[config.mk]
export PLATFORM = sky130hd
export DESIGN_NAME = i2c_status_target_flat
export DESIGN_NICKNAME = d
export VERILOG_FILES = /design/src/rtl/i2c_tgt_pkg.sv /design/src/rtl/i2c_status_target_if.sv /design/src/rtl/i2c_line_filter.sv /design/src/rtl/i2c_status_target.sv /design/src/flat_wrapper.sv
export SDC_FILE = /design/constraint.sdc
export NUM_CORES = 1
export LEC_CHECK = 0
export ABC_AREA = 1
export CORE_UTILIZATION = 38
export DETAILED_ROUTE_END_ITERATION = 16
export PLACE_DENSITY = 0.62
export REMOVE_ABC_BUFFERS = 1
export SYNTH_ARGS = -nofsm -noshare
export SYNTH_HDL_FRONTEND = slang
export SYNTH_HIERARCHICAL = 1
export SYNTH_SLANG_ARGS = --single-unit
[constraint.sdc]
create_clock -name clk -period 4.55 [get_ports clk]
set_input_delay 1.365 -clock clk [delete_from_list [all_inputs] [get_ports clk]]
set_output_delay 1.365 -clock clk [all_outputs]
set_load 0.01 [all_outputs]
[src/rtl/i2c_tgt_pkg.sv]
// Shared definitions for the I2C status target: register map, FSM states,
// default identity constants and the status snapshot layout.
package i2c_tgt_pkg;

    localparam logic [2:0] REG_LIFE  = 3'd0;
    localparam logic [2:0] REG_FOOD  = 3'd1;
    localparam logic [2:0] REG_FUN   = 3'd2;
    localparam logic [2:0] REG_REST  = 3'd3;
    localparam logic [2:0] REG_FLAGS = 3'd4;
    localparam logic [2:0] REG_MEDS  = 3'd5;
    localparam logic [2:0] REG_CMD   = 3'd6;
    localparam logic [2:0] REG_ID    = 3'd7;

    localparam logic [6:0] I2C_ADDR_DEFAULT = 7'h42;
    localparam logic [7:0] DEV_ID_DEFAULT   = 8'hA5;

    typedef enum logic [3:0] {
        ST_IDLE,
        ST_ADDR,
        ST_ADDR_ACK,
        ST_WR_PTR,
        ST_WR_DATA,
        ST_WR_ACK,
        ST_RD_DATA,
        ST_RD_ACK,
        ST_IGNORE
    } state_t;

    typedef struct packed {
        logic [6:0] life;
        logic [6:0] food;
        logic [6:0] fun;
        logic [6:0] rest;
        logic [6:0] medicines;
        logic       disease;
        logic       death;
    } status_t;

endpackage

[src/rtl/i2c_status_target_if.sv]
// I2C pin bundle as seen by the target: raw SCL/SDA levels in, SDA pull-down out.
interface i2c_status_target_if;
    logic scl_in;
    logic sda_in;
    logic sda_oe;

    modport master (output scl_in, output sda_in, input sda_oe);
    modport slave  (input scl_in, input sda_in, output sda_oe);
endinterface

[src/rtl/i2c_line_filter.sv]
// Two-flop synchronizer plus a FILTER_LEN-sample agreement filter for one I2C line,
// with single-cycle rise/fall strobes aligned to the filtered level change.
module i2c_line_filter #(
    parameter int FILTER_LEN = 3
) (
    input  logic clk,
    input  logic rst_n,
    input  logic pin,
    output logic level,
    output logic rise,
    output logic fall
);

    logic [1:0]            sync;
    logic [FILTER_LEN-1:0] hist;

    // Idle bus is high, so everything resets to 1 to avoid a spurious edge.
    always_ff @(posedge clk or negedge rst_n) begin
        if (!rst_n) begin
            sync  <= '1;
            hist  <= '1;
            level <= 1'b1;
            rise  <= 1'b0;
            fall  <= 1'b0;
        end else begin
            sync <= {sync[0], pin};
            hist <= (hist << 1) | FILTER_LEN'(sync[1]);
            rise <= 1'b0;
            fall <= 1'b0;
            if ((&hist) && !level) begin
                level <= 1'b1;
                rise  <= 1'b1;
            end else if (!(|hist) && level) begin
                level <= 1'b0;
                fall  <= 1'b1;
            end
        end
    end

endmodule

[src/rtl/i2c_status_target.sv]
// I2C target exposing pet status registers (read) and one command register (write).
// Oversamples SCL/SDA on clk; never stretches the clock.
module i2c_status_target
    import i2c_tgt_pkg::*;
#(
    parameter logic [6:0] I2C_ADDR   = I2C_ADDR_DEFAULT,
    parameter int         FILTER_LEN = 3,
    parameter logic [7:0] DEV_ID     = DEV_ID_DEFAULT
) (
    input  logic                      clk,
    input  logic                      rst_n,
    i2c_status_target_if.slave        bus,
    input  logic [6:0]                life,
    input  logic [6:0]                food,
    input  logic [6:0]                fun,
    input  logic [6:0]                rest,
    input  logic [6:0]                medicines,
    input  logic                      disease,
    input  logic                      death,
    output logic                      cmd_valid,
    output logic [7:0]                cmd_data,
    output logic                      busy
);

    logic scl, scl_rise, scl_fall;
    logic sda, sda_rise, sda_fall;

    i2c_line_filter #(.FILTER_LEN(FILTER_LEN)) u_scl (
        .clk(clk), .rst_n(rst_n), .pin(bus.scl_in),
        .level(scl), .rise(scl_rise), .fall(scl_fall)
    );
    i2c_line_filter #(.FILTER_LEN(FILTER_LEN)) u_sda (
        .clk(clk), .rst_n(rst_n), .pin(bus.sda_in),
        .level(sda), .rise(sda_rise), .fall(sda_fall)
    );

    state_t      state_q, state_d;
    logic [6:0]  shreg_q, shreg_d;
    logic [3:0]  cnt_q, cnt_d;
    logic [2:0]  ptr_q, ptr_d;
    logic        rw_q, rw_d;
    logic        oe_q, oe_d;
    logic        busy_d, cv_d, snap_ld;
    logic [7:0]  cmd_d, rd_byte, byte_in;
    status_t     snap_q;

    assign byte_in    = {shreg_q, sda};
    assign bus.sda_oe = oe_q;

    always_comb begin
        rd_byte = DEV_ID;
        case (ptr_q)
            REG_LIFE:  rd_byte = {1'b0, snap_q.life};
            REG_FOOD:  rd_byte = {1'b0, snap_q.food};
            REG_FUN:   rd_byte = {1'b0, snap_q.fun};
            REG_REST:  rd_byte = {1'b0, snap_q.rest};
            REG_FLAGS: rd_byte = {6'b0, snap_q.death, snap_q.disease};
            REG_MEDS:  rd_byte = {1'b0, snap_q.medicines};
            REG_CMD:   rd_byte = cmd_data;
            REG_ID:    rd_byte = DEV_ID;
            default:   rd_byte = DEV_ID;
        endcase
    end

    always_comb begin
        state_d = state_q;
        shreg_d = shreg_q;
        cnt_d   = cnt_q;
        ptr_d   = ptr_q;
        rw_d    = rw_q;
        oe_d    = oe_q;
        busy_d  = busy;
        cv_d    = 1'b0;
        cmd_d   = cmd_data;
        snap_ld = 1'b0;
        // Bus conditions override whatever the byte engine would do this cycle.
        if (sda_fall && scl) begin
            state_d = ST_ADDR;
            cnt_d   = '0;
            oe_d    = 1'b0;
            busy_d  = 1'b1;
        end else if (sda_rise && scl) begin
            state_d = ST_IDLE;
            oe_d    = 1'b0;
            busy_d  = 1'b0;
        end else begin
            case (state_q)
                ST_ADDR: if (scl_rise) begin
                    shreg_d = byte_in[6:0];
                    cnt_d   = cnt_q + 4'd1;
                    if (cnt_q == 4'd7) begin
                        rw_d    = sda;
                        state_d = (byte_in[7:1] == I2C_ADDR) ? ST_ADDR_ACK : ST_IGNORE;
                    end
                end
                ST_ADDR_ACK, ST_WR_ACK: begin
                    if (scl_fall) oe_d = 1'b1;
                    else if (scl_rise) begin
                        cnt_d = '0;
                        if (state_q == ST_WR_ACK) state_d = ST_WR_DATA;
                        else if (rw_q) begin
                            snap_ld = 1'b1;
                            state_d = ST_RD_DATA;
                        end else state_d = ST_WR_PTR;
                    end
                end
                ST_WR_PTR, ST_WR_DATA: begin
                    if (scl_fall) oe_d = 1'b0;
                    else if (scl_rise) begin
                        shreg_d = byte_in[6:0];
                        cnt_d   = cnt_q + 4'd1;
                        if (cnt_q == 4'd7) begin
                            state_d = ST_WR_ACK;
                            if (state_q == ST_WR_PTR) ptr_d = byte_in[2:0];
                            else begin
                                if (ptr_q == REG_CMD) begin
                                    cmd_d = byte_in;
                                    cv_d  = 1'b1;
                                end
                                ptr_d = ptr_q + 3'd1;
                            end
                        end
                    end
                end
                // The ACK-slot release and each data bit are both launched on SCL fall.
                ST_RD_DATA: begin
                    if (scl_fall) begin
                        if (cnt_q == 4'd8) begin
                            oe_d    = 1'b0;
                            state_d = ST_RD_ACK;
                        end else oe_d = ~rd_byte[~cnt_q[2:0]];
                    end else if (scl_rise) cnt_d = cnt_q + 4'd1;
                end
                ST_RD_ACK: if (scl_rise) begin
                    if (!sda) begin
                        ptr_d   = ptr_q + 3'd1;
                        cnt_d   = '0;
                        state_d = ST_RD_DATA;
                    end else state_d = ST_IGNORE;
                end
                default: ;
            endcase
        end
    end

    always_ff @(posedge clk or negedge rst_n) begin
        if (!rst_n) begin
            state_q   <= ST_IDLE;
            shreg_q   <= '0;
            cnt_q     <= '0;
            ptr_q     <= '0;
            rw_q      <= 1'b0;
            oe_q      <= 1'b0;
            busy      <= 1'b0;
            cmd_valid <= 1'b0;
            cmd_data  <= '0;
            snap_q    <= '0;
        end else begin
            state_q   <= state_d;
            shreg_q   <= shreg_d;
            cnt_q     <= cnt_d;
            ptr_q     <= ptr_d;
            rw_q      <= rw_d;
            oe_q      <= oe_d;
            busy      <= busy_d;
            cmd_valid <= cv_d;
            cmd_data  <= cmd_d;
            if (snap_ld) begin
                snap_q.life      <= life;
                snap_q.food      <= food;
                snap_q.fun       <= fun;
                snap_q.rest      <= rest;
                snap_q.medicines <= medicines;
                snap_q.disease   <= disease;
                snap_q.death     <= death;
            end
        end
    end

endmodule

[src/flat_wrapper.sv]
// flat-port wrapper written by rule: the top's interface ports become plain ports
module i2c_status_target_flat import i2c_tgt_pkg::*;
#(
    parameter logic [6:0] I2C_ADDR   = I2C_ADDR_DEFAULT,
    parameter int         FILTER_LEN = 3,
    parameter logic [7:0] DEV_ID     = DEV_ID_DEFAULT
)
  (clk, rst_n, life, food, fun, rest, medicines, disease, death, cmd_valid, cmd_data, busy, bus_scl_in, bus_sda_in, bus_sda_oe);
  i2c_status_target_if bus_i ();
  input  logic clk;
  input  logic rst_n;
  input  logic [6:0] life;
  input  logic [6:0] food;
  input  logic [6:0] fun;
  input  logic [6:0] rest;
  input  logic [6:0] medicines;
  input  logic disease;
  input  logic death;
  output logic cmd_valid;
  output logic [7:0] cmd_data;
  output logic busy;
  input wire logic [$bits(bus_i.scl_in)-1:0] bus_scl_in;
  input wire logic [$bits(bus_i.sda_in)-1:0] bus_sda_in;
  output wire logic [$bits(bus_i.sda_oe)-1:0] bus_sda_oe;
  assign bus_i.scl_in = bus_scl_in;
  assign bus_i.sda_in = bus_sda_in;
  assign bus_sda_oe = bus_i.sda_oe;
  i2c_status_target #(.I2C_ADDR(I2C_ADDR), .FILTER_LEN(FILTER_LEN), .DEV_ID(DEV_ID)) u_core (.clk(clk), .rst_n(rst_n), .bus(bus_i), .life(life), .food(food), .fun(fun), .rest(rest), .medicines(medicines), .disease(disease), .death(death), .cmd_valid(cmd_valid), .cmd_data(cmd_data), .busy(busy));
endmodule
==> flow_metrics.tcl, run 1 <==
set metrics [dict create \
    viasPerCell 4.868 \
    num_vias 3145 \
    final_cell_mix "97 x nand2_1, 71 x dfrtp_1, 50 x clkdlybuf4s50_1, 50 x nor2_1, 42 x nand3_1" \
    die_area_um2 11640 \
    worst-path-buf-inv 1 \
    grt_usage_pct 17.66 \
    postCtsHoldBufs 0 \
    cts.sinks 83 \
    ant_nets 0 \
    powerDensity_nw_per_um2 306.2 \
    grt_max_degree 84 \
    root_buffer "clkbuf_8" \
    drtPass1Iterations 4 \
    h-tree-depth 3 \
    worst_slew_pin_slew_ps 1019 \
    cp_max_fo 17 \
    finalWirelength_mm 9.319 \
    cp_slowest_cell "dfrtp_1" \
    cp.required_ps 4780 \
    drc 0 \
    grt_remaining_overflow 0 \
    whs_ps 358.0 \
    fin_nets 550 \
    maxCapViolCount 0 \
    cts_buffers 9 \
    crit_family "simple AND/OR/NAND/NOR gates" \
    critPathMaxStageDelay_ps 700 \
    cts.clk_slew.worst_paths_ps 80 \
    row_count 38 \
    hold_viol 0 \
    grt_pass1_wl_mm 15.81 \
    rsz0062_at_grt "false" \
    setup.worst_path.start_class "flop" \
    port_buffers 51 \
    grt_pass1_vias 3123 \
    finalSetupViolations 0 \
    min_period_ps 2898 \
    start_util_pct 39.14 \
    clk_latency_ps 350 \
    end_kind "flop" \
    ctsResizeCount 0 \
    cts_tree "built" \
    finalCritPeriodShare_pct 63.68 \
    io_pins 52 \
    postCtsSetupBuffers 0 \
    status "finished, final reports clean" \
    die_y_um 107.9 \
    drive_gt1_share_pct 17.59 \
    place_area_um2 4857 \
    leakagePower_uw 0.002434 \
    relSlewSlack_pct 32.09 \
    core_area_um2 10890 \
    layout_commonest_cell "nand2_1" \
    yosysWarnings 6 \
    syn_avg_cell_area_um2 9.449 \
    ir_worst_vdd_v 0.0002041 \
    die_w_um 107.9 \
    finalSetupTns_ps 0 \
    skew_ps 7.876 \
    clock.fmax_ghz 0.3451 \
    antenna_found_initial 0 \
    critical_path_class "flop to flop" \
    synth_seq_cells 83 \
    ys_types 35 \
    dp_hpwl_mm 6.656 \
    netlist_instances 451 \
    ys_top_cells_by_area "dfrtp_1 42%, mux2_4 12%, nand2_1 8.5%, dfstp_2 7.4%, nand3_1 4.9%" \
    synth-seq-area-share_pct 49.09 \
    syn2layout_area_growth_pct 18.67 \
    gp_congestion 0.8739 \
    drt_iter0_markers 149 \
    hp-class "flop to flop" \
    design_area_um2 5057 \
    synth_top_area_share_pct 41.69 \
    clockBufferDepth 2 \
    slew_viol_final 0 \
    fin_cells 646 \
    routedWlPerCell_um 14.43 \
    cpMostUsedCell "nor2_1" \
    syn_area_um2 4262 \
    cp_cell_sequence "inv_1 > ha_1 > nor2_1 > nand2_1 > nor2_1 > nor2_1 > nand2_1 > nand2_1 > nand2_1 > nand2_1 > nor2_1 > nor2_1 > nor2_1 > nor2_1" \
    dpl.cell_count 630 \
    yosysTopAreaCell "dfrtp_1" \
    critPathArrivalTime_ps 3130 \
    antennaDiodeCount 0 \
]
-- layer usage --
| layer | vias up | GRT usage (%) | part of all wire (%) |
|---|---|---|---|
| met3 | 12 | 3.692 | 3.3 |
| met5 | - | 0 | 0 |
| li1 | 1571 | - | - |
| met2 | 48 | 27.66 | 47 |
| met4 | 0 | 6.360 | 1.7 |
| met1 | 1514 | 24.11 | 48 |
-- synthesized netlist by cell type (all sizes together) --
cell    count
nand3b      1
dfrtp      71
nand2     103
nor3        5
mux2       34
inv        45
a31oi       1
a21oi      13
xnor2       1
nor4        2
clkbuf      4
o21ai      35
ha          8
a22oi       1
nor2       53
nand3      44
o31ai       1
clkinv      2
or3         1
nand4       4
o211ai      2
dfstp      12
buf         8
-- worst reg2reg max path, delay by kind of cell, from the launching register on --
kind,cells,cell delay [ps]
simple gates,12,1200
fa+ha+maj,1,460
buf+inv,1,410
flops,1,700
-- where the power goes --
part / internal [uW] / switching, uW / leakage (uW)
clock: 264 / 256 / 0.0000985
combinational: 96.3 / 99.7 / 0.00131
sequential: 788 / 43.6 / 0.00102
total: 1150 / 400 / 0.00243
-- stage by stage --
step	setup WS [ps]	util [%]	total power [uW]
floorplan	2387	-	952.1
global placement	1752	44.61	1041
detailed placement	1702	44.61	1044
CTS	1681	46.45	1576
global route	1278	46.45	1637
finish	1652	46.45	1548
-- layout make-up --
class                           count  area, um2
Clock buffer                       14      183.9
Clock inverter                      2      16.27
Inverter                           47      176.4
Fill cell                        1064       5831
Multi-Input combinational cell    309       1906
Timing Repair Buffer               51      508.0
Sequential cell                    83       2092
Tap cell                          140      175.2
-- state kept, by name, indices dropped and copies added (netlist names), 2 cells and up --
register	cells
u_core/u_sda/sync	2
u_core/state_q	4
u_core/snap_q	37
u_core/shreg_q	7
u_core/u_scl/hist	3
u_core/u_scl/sync	2
u_core/u_sda/hist	3
u_core/cmd_data	8
u_core/cnt_q	4
u_core/ptr_q	3
-- cell families after synthesis --
group	count (synthesis)	share of synthesized area [%]
AND/OR/NAND/NOR	213	22.99
flip-flops	83	49.09
buffers and inverters	59	6.195
AO/OA/AOI/OAI	53	7.193
multiplexers	34	11.98
adder cells (fa/ha/maj)	8	2.349
XOR/XNOR	1	0.2056
-- path summary, 6_finish.rpt --
path                            cells past startpoint  slack (ps)                  from              endpoint
worst max register to register                     14        1650       u_core/ptr_q[2]     u_core/bus.sda_oe
worst max-delay path                               14        1650       u_core/ptr_q[2]     u_core/bus.sda_oe
worst min register to register                      0         360  u_core/u_scl/sync[0]  u_core/u_scl/sync[1]
max in group asynchronous                           1        2690                 rst_n     u_core/u_scl/fall
min in group asynchronous                           1        1180                 rst_n     u_core/u_sda/fall
worst min-delay path                                0         360  u_core/u_scl/sync[0]  u_core/u_scl/sync[1]
Power figures use the tool's default switching activity.
==> run 2: changes to the inputs <==
- clock period: 4.55 -> 2.8 ns (I/O delays scaled with it)
==> flow_metrics.tcl, run 2 (same netlist as run 1, synthesis figures left out) <==
set metrics [dict create \
    io_pins 52 \
    port_buffers 51 \
    maxCapViolCount 0 \
    root_buffer "clkbuf_8" \
    min_period_ps 2271 \
    finalSetupViolations 0 \
    start_util_pct 39.14 \
    h-tree-depth 3 \
    clockBufferDepth 2 \
    clock.fmax_ghz 0.4403 \
    dp_hpwl_mm 6.981 \
    grt_pass1_wl_mm 16.63 \
    critical_path_class "flop to flop" \
    postCtsSetupBuffers 0 \
    grt_pass1_vias 3231 \
    top_layer "met4" \
    die_area_um2 11640 \
    ant_nets 0 \
    drc 0 \
    skew_ps 8.535 \
    routedWlPerCell_um 15.06 \
    drtPass1Iterations 4 \
    die_w_um 107.9 \
    num_vias 3152 \
    dr_wl_met2_mm 4.607 \
    critPathArrivalTime_ps 2530 \
    cp.required_ps 3060 \
    ctsResizeCount 0 \
    status "finished, final reports clean" \
    finalSetupTns_ps 0 \
    fin_nets 557 \
    relSlewSlack_pct 49.34 \
    grt_usage_pct 18.75 \
    cp_slowest_cell "dfrtp_1" \
    cp_max_fo 8 \
    worst_slew_pin_slew_ps 759.9 \
    layout_commonest_cell "nand2_1" \
    gp_congestion 0.9112 \
    antennaDiodeCount 0 \
    design_area_um2 5171 \
    syn2layout_area_growth_pct 21.34 \
    largest_reg_flops 37 \
    leakagePower_uw 0.002498 \
    drive_gt1_share_pct 19.10 \
    die_y_um 107.9 \
    final_cell_mix "97 x nand2_1, 71 x dfrtp_1, 50 x clkdlybuf4s50_1, 50 x nor2_1, 42 x nand3_1" \
    p_total_uw 2759 \
    m1WireLength_mm 4.742 \
    rsz0062_at_grt "false" \
    end_kind "flop" \
    viasPerCell 4.827 \
    top_register "u_core/snap_q" \
    postCtsHoldBufs 0 \
    fin_cells 653 \
    met3_length_um 388 \
    hp-class "flop to flop" \
    finalCritPeriodShare_pct 81.11 \
    setup.worst_path.start_class "flop" \
    ir_worst_vdd_v 0.0003270 \
    dpl.cell_count 637 \
    finalWirelength_mm 9.835 \
    place_area_um2 4922 \
    critPathMaxStageDelay_ps 400 \
    top_regs "u_core/snap_q: 37 flops, u_core/cmd_data: 8 flops, u_core/shreg_q: 7 flops" \
    cp_cell_sequence "ha_1 > ha_1 > nor2_1 > nand2_1 > nor2_1 > nor2_1 > nand2_1 > nand2_1 > nand2_1 > nand2_1 > nand3_1 > nor2_1 > nor2_1 > nor2_1" \
    clk_latency_ps 360 \
    antenna_found_initial 0 \
    row_count 38 \
    drt_iter0_markers 191 \
    cts.clk_slew.worst_paths_ps 90 \
    hold_viol 0 \
    cts_buffers 9 \
    slew_viol_final 0 \
    cts_tree "built" \
    core_area_um2 10890 \
    cpMostUsedCell "nor2_1" \
    grt_remaining_overflow 0 \
    grt_max_degree 61 \
    powerDensity_nw_per_um2 533.5 \
    cts.sinks 83 \
]
[run 2: final cells by class]
class | count | area [um2]
clock buffers | 10 | 137.6
clock inverters | 6 | 111.4
fillers | 1011 | 5717
inverters | 47 | 176.4
multi-input cells | 309 | 1906
flip-flops and latches | 83 | 2092
well taps | 140 | 175.2
repair buffers | 58 | 573.1
[run 2: report_power, final]
| part | switching [uW] | total [uW] | internal (uW) | leakage, uW |
|---|---|---|---|---|
| clock | 461 | 1080 | 619 | 0.000123 |
| sequential | 72.0 | 1350 | 1280 | 0.00102 |
| combinational | 168 | 327 | 159 | 0.00135 |
[run 2: final timing paths]
path | slack [ps] | depth (start not counted) | endpoint | startpoint
min in group asynchronous | 540 | 1 | u_core/state_q[2] | rst_n
worst min-delay path | 360 | 0 | u_core/u_scl/hist[0] | u_core/u_scl/sync[1]
worst max-delay path | 530 | 14 | u_core/bus.sda_oe | u_core/ptr_q[0]
worst min register to register | 360 | 0 | u_core/u_scl/hist[0] | u_core/u_scl/sync[1]
max in group asynchronous | 1560 | 2 | u_core/snap_q[24] | rst_n
worst max register to register | 530 | 14 | u_core/bus.sda_oe | u_core/ptr_q[0]
[run 2: worst max-delay path: cells and delay by family, from the launching register on]
kind,cells,cell delay [ps]
adder cells (fa/ha/maj),2,530
AND/OR/NAND/NOR,12,1240
flip-flops,1,400
[run 2: per-stage QoR]
step	utilization (%)	hold slack, ps	worst slack, ps
floorplan	-	345.2	637.0
global placement	45.21	346.1	560.1
detailed placement	45.21	347.8	527.9
CTS	47.49	360.3	524.3
global route	47.49	365.9	268.3
finish	47.49	357.9	529.0
[run 2: routing by layer]
layer / global-route usage (%) / up-vias
met1: 25.55 / 1497
met4: 5.186 / 0
met2: 30.13 / 59
met5: 0 / -
li1: - / 1589
met3: 3.995 / 7
==> run 3: changes to the inputs <==
- clock period: 2.8 -> 2.2 ns (I/O delays scaled with it)
==> flow_metrics.tcl, run 3 (same netlist as run 1, synthesis figures left out) <==
set metrics [dict create \
    drive_gt1_share_pct 19.77 \
    met2_usage_pct 27.56 \
    routedWlPerCell_um 14.40 \
    worst_slew_pin_slew_ps 437.8 \
    reg2reg_slack_ps 200 \
    grt_pass1_wl_mm 15.74 \
    skew_ps 8.487 \
    powerDensity_nw_per_um2 621.4 \
    start_util_pct 39.14 \
    num_vias 3186 \
    port_buffers 51 \
    hold_viol 0 \
    clockBufferDepth 2 \
    grt.met1_usage_pct 23.81 \
    cp_cell_sequence "clkdlybuf4s50_1" \
    cp_max_fo 3 \
    die_area_um2 11640 \
    relSlewSlack_pct 70.81 \
    final_cell_mix "97 x nand2_1, 71 x dfrtp_1, 50 x clkdlybuf4s50_1" \
    top_regs "u_core/snap_q: 37 flops, u_core/cmd_data: 8 flops, u_core/shreg_q: 7 flops" \
    ant_nets 0 \
    grt_max_degree 84 \
    antennaDiodeCount 0 \
    r2r_end "u_core/bus.sda_oe" \
    dp_hpwl_mm 6.716 \
    status "finished, final reports clean" \
    regArea_um2 2092 \
    p_total_uw 3209 \
    slew_viol_final 0 \
    finalSetupViolations 0 \
    cp.required_ps 1540 \
    multiInputGateArea_um2 1916 \
    grt_pass1_vias 3195 \
    finalCritPeriodShare_pct 91.58 \
    antenna_found_initial 0 \
    critPathMaxStageDelay_ps 570 \
    die_y_um 107.9 \
    cts_tree "built" \
    top_register "u_core/snap_q" \
    worst-path-buf-inv 1 \
    hp-class "primary input to async pin" \
    min_period_ps 2015 \
    grt_usage_pct 17.57 \
    fin_ws_ps 185.3 \
    viasPerCell 4.857 \
    layout_commonest_cell "nand2_1" \
    preCtsSetupSlack_ps 197.8 \
    largest_reg_flops 37 \
    postCtsHoldBufs 0 \
    ir_worst_vdd_v 0.0003953 \
    finalSetupTns_ps 0 \
    die_w_um 107.9 \
    drtPass1Iterations 4 \
    setup.worst_path.start_class "flop" \
    leakagePower_uw 0.002505 \
    cp_slowest_cell "clkdlybuf4s50_1" \
    root_buffer "clkbuf_8" \
    end_kind "output port" \
    r2r_start "u_core/ptr_q[0]" \
    row_count 38 \
    crit_family "buffers and inverters" \
    fin_nets 560 \
    drc 0 \
    use_met3_pct 4.600 \
    syn2layout_area_growth_pct 21.20 \
    r2r_cells 14 \
    cts.clk_slew.worst_paths_ps 80 \
    gp_congestion 0.8800 \
    cts.sinks 83 \
    maxCapViolCount 0 \
    cts_buffers 9 \
    fill_cells 1034 \
    clock.fmax_ghz 0.4963 \
    grt_remaining_overflow 0 \
    drt_iter0_markers 180 \
    clk_latency_ps 360 \
    h-tree-depth 3 \
    finalWirelength_mm 9.449 \
    io_pins 52 \
    critical_path_class "flop to output port" \
    critPathArrivalTime_ps 1350 \
    core_area_um2 10890 \
    top_usage_layer "met2" \
]
run 3: changes by cell type in the layout (fill, tap and decap cells not counted), moves of 2 or more:
cell | previous run | this run
clkinv_2 | 1 | 3
buf_12 | 1 | 3
bufinv_16 | 3 | 1
clkbuf_1 | 0 | 2
run 3: metal layers:
| layer | share of wire [%] | vias up |
|---|---|---|
| met2 | 48 | 76 |
| met3 | 4.5 | 11 |
| met4 | 1.4 | 0 |
| met5 | 0 | - |
| met1 | 47 | 1513 |
| li1 | - | 1586 |
run 3: worst max path at each step:
stage | from | endpoint | slack [ps] | depth (start not counted)
5_1_grt | u_core/ptr_q[0] | u_core/bus.sda_oe | -10 | 14
3_5_place_dp | u_core/ptr_q[0] | u_core/bus.sda_oe | 200 | 14
4_1_cts | u_core/cmd_data[2] | cmd_data[2] | 160 | 1
3_3_place_gp | u_core/u_scl/level | u_core/snap_q[23] | 270 | 8
2_1_floorplan | u_core/ptr_q[2] | u_core/bus.sda_oe | 40 | 14
6_report | u_core/cmd_data[2] | cmd_data[2] | 190 | 1
run 3: what timing repair did:
item / in CTS / in global routing
endpoints found under the setup margin: 0 / 1
setup buffers: 0 / 0
gates resized for setup: 0 / 3
run 3: per-stage QoR:
stage	area [um2]	cells	hold slack [ps]	util, %
after floorplan	4174	439	345.2	-
after global placement	4970	640	346.2	45.64
after global routing	5165	656	330.7	47.44
after detailed placement	4970	640	349.4	45.64
final	5165	656	329.9	47.44
after CTS	5155	656	328.3	47.35
run 3: cell type report:
type	count	share of cell area, %
Sequential cell	83	40.50
Inverter	47	3.416
Timing Repair Buffer	61	12.02
Clock buffer	11	2.544
Multi-Input combinational cell	309	37.09
Tap cell	140	3.391
Clock inverter	5	1.042
run 3: where the power goes:
| part | switching, uW | total [uW] | internal, uW |
|---|---|---|---|
| Sequential | 92.2 | 1720 | 1630 |
| Clock | 540 | 1060 | 522 |
| Combinational | 211 | 425 | 214 |
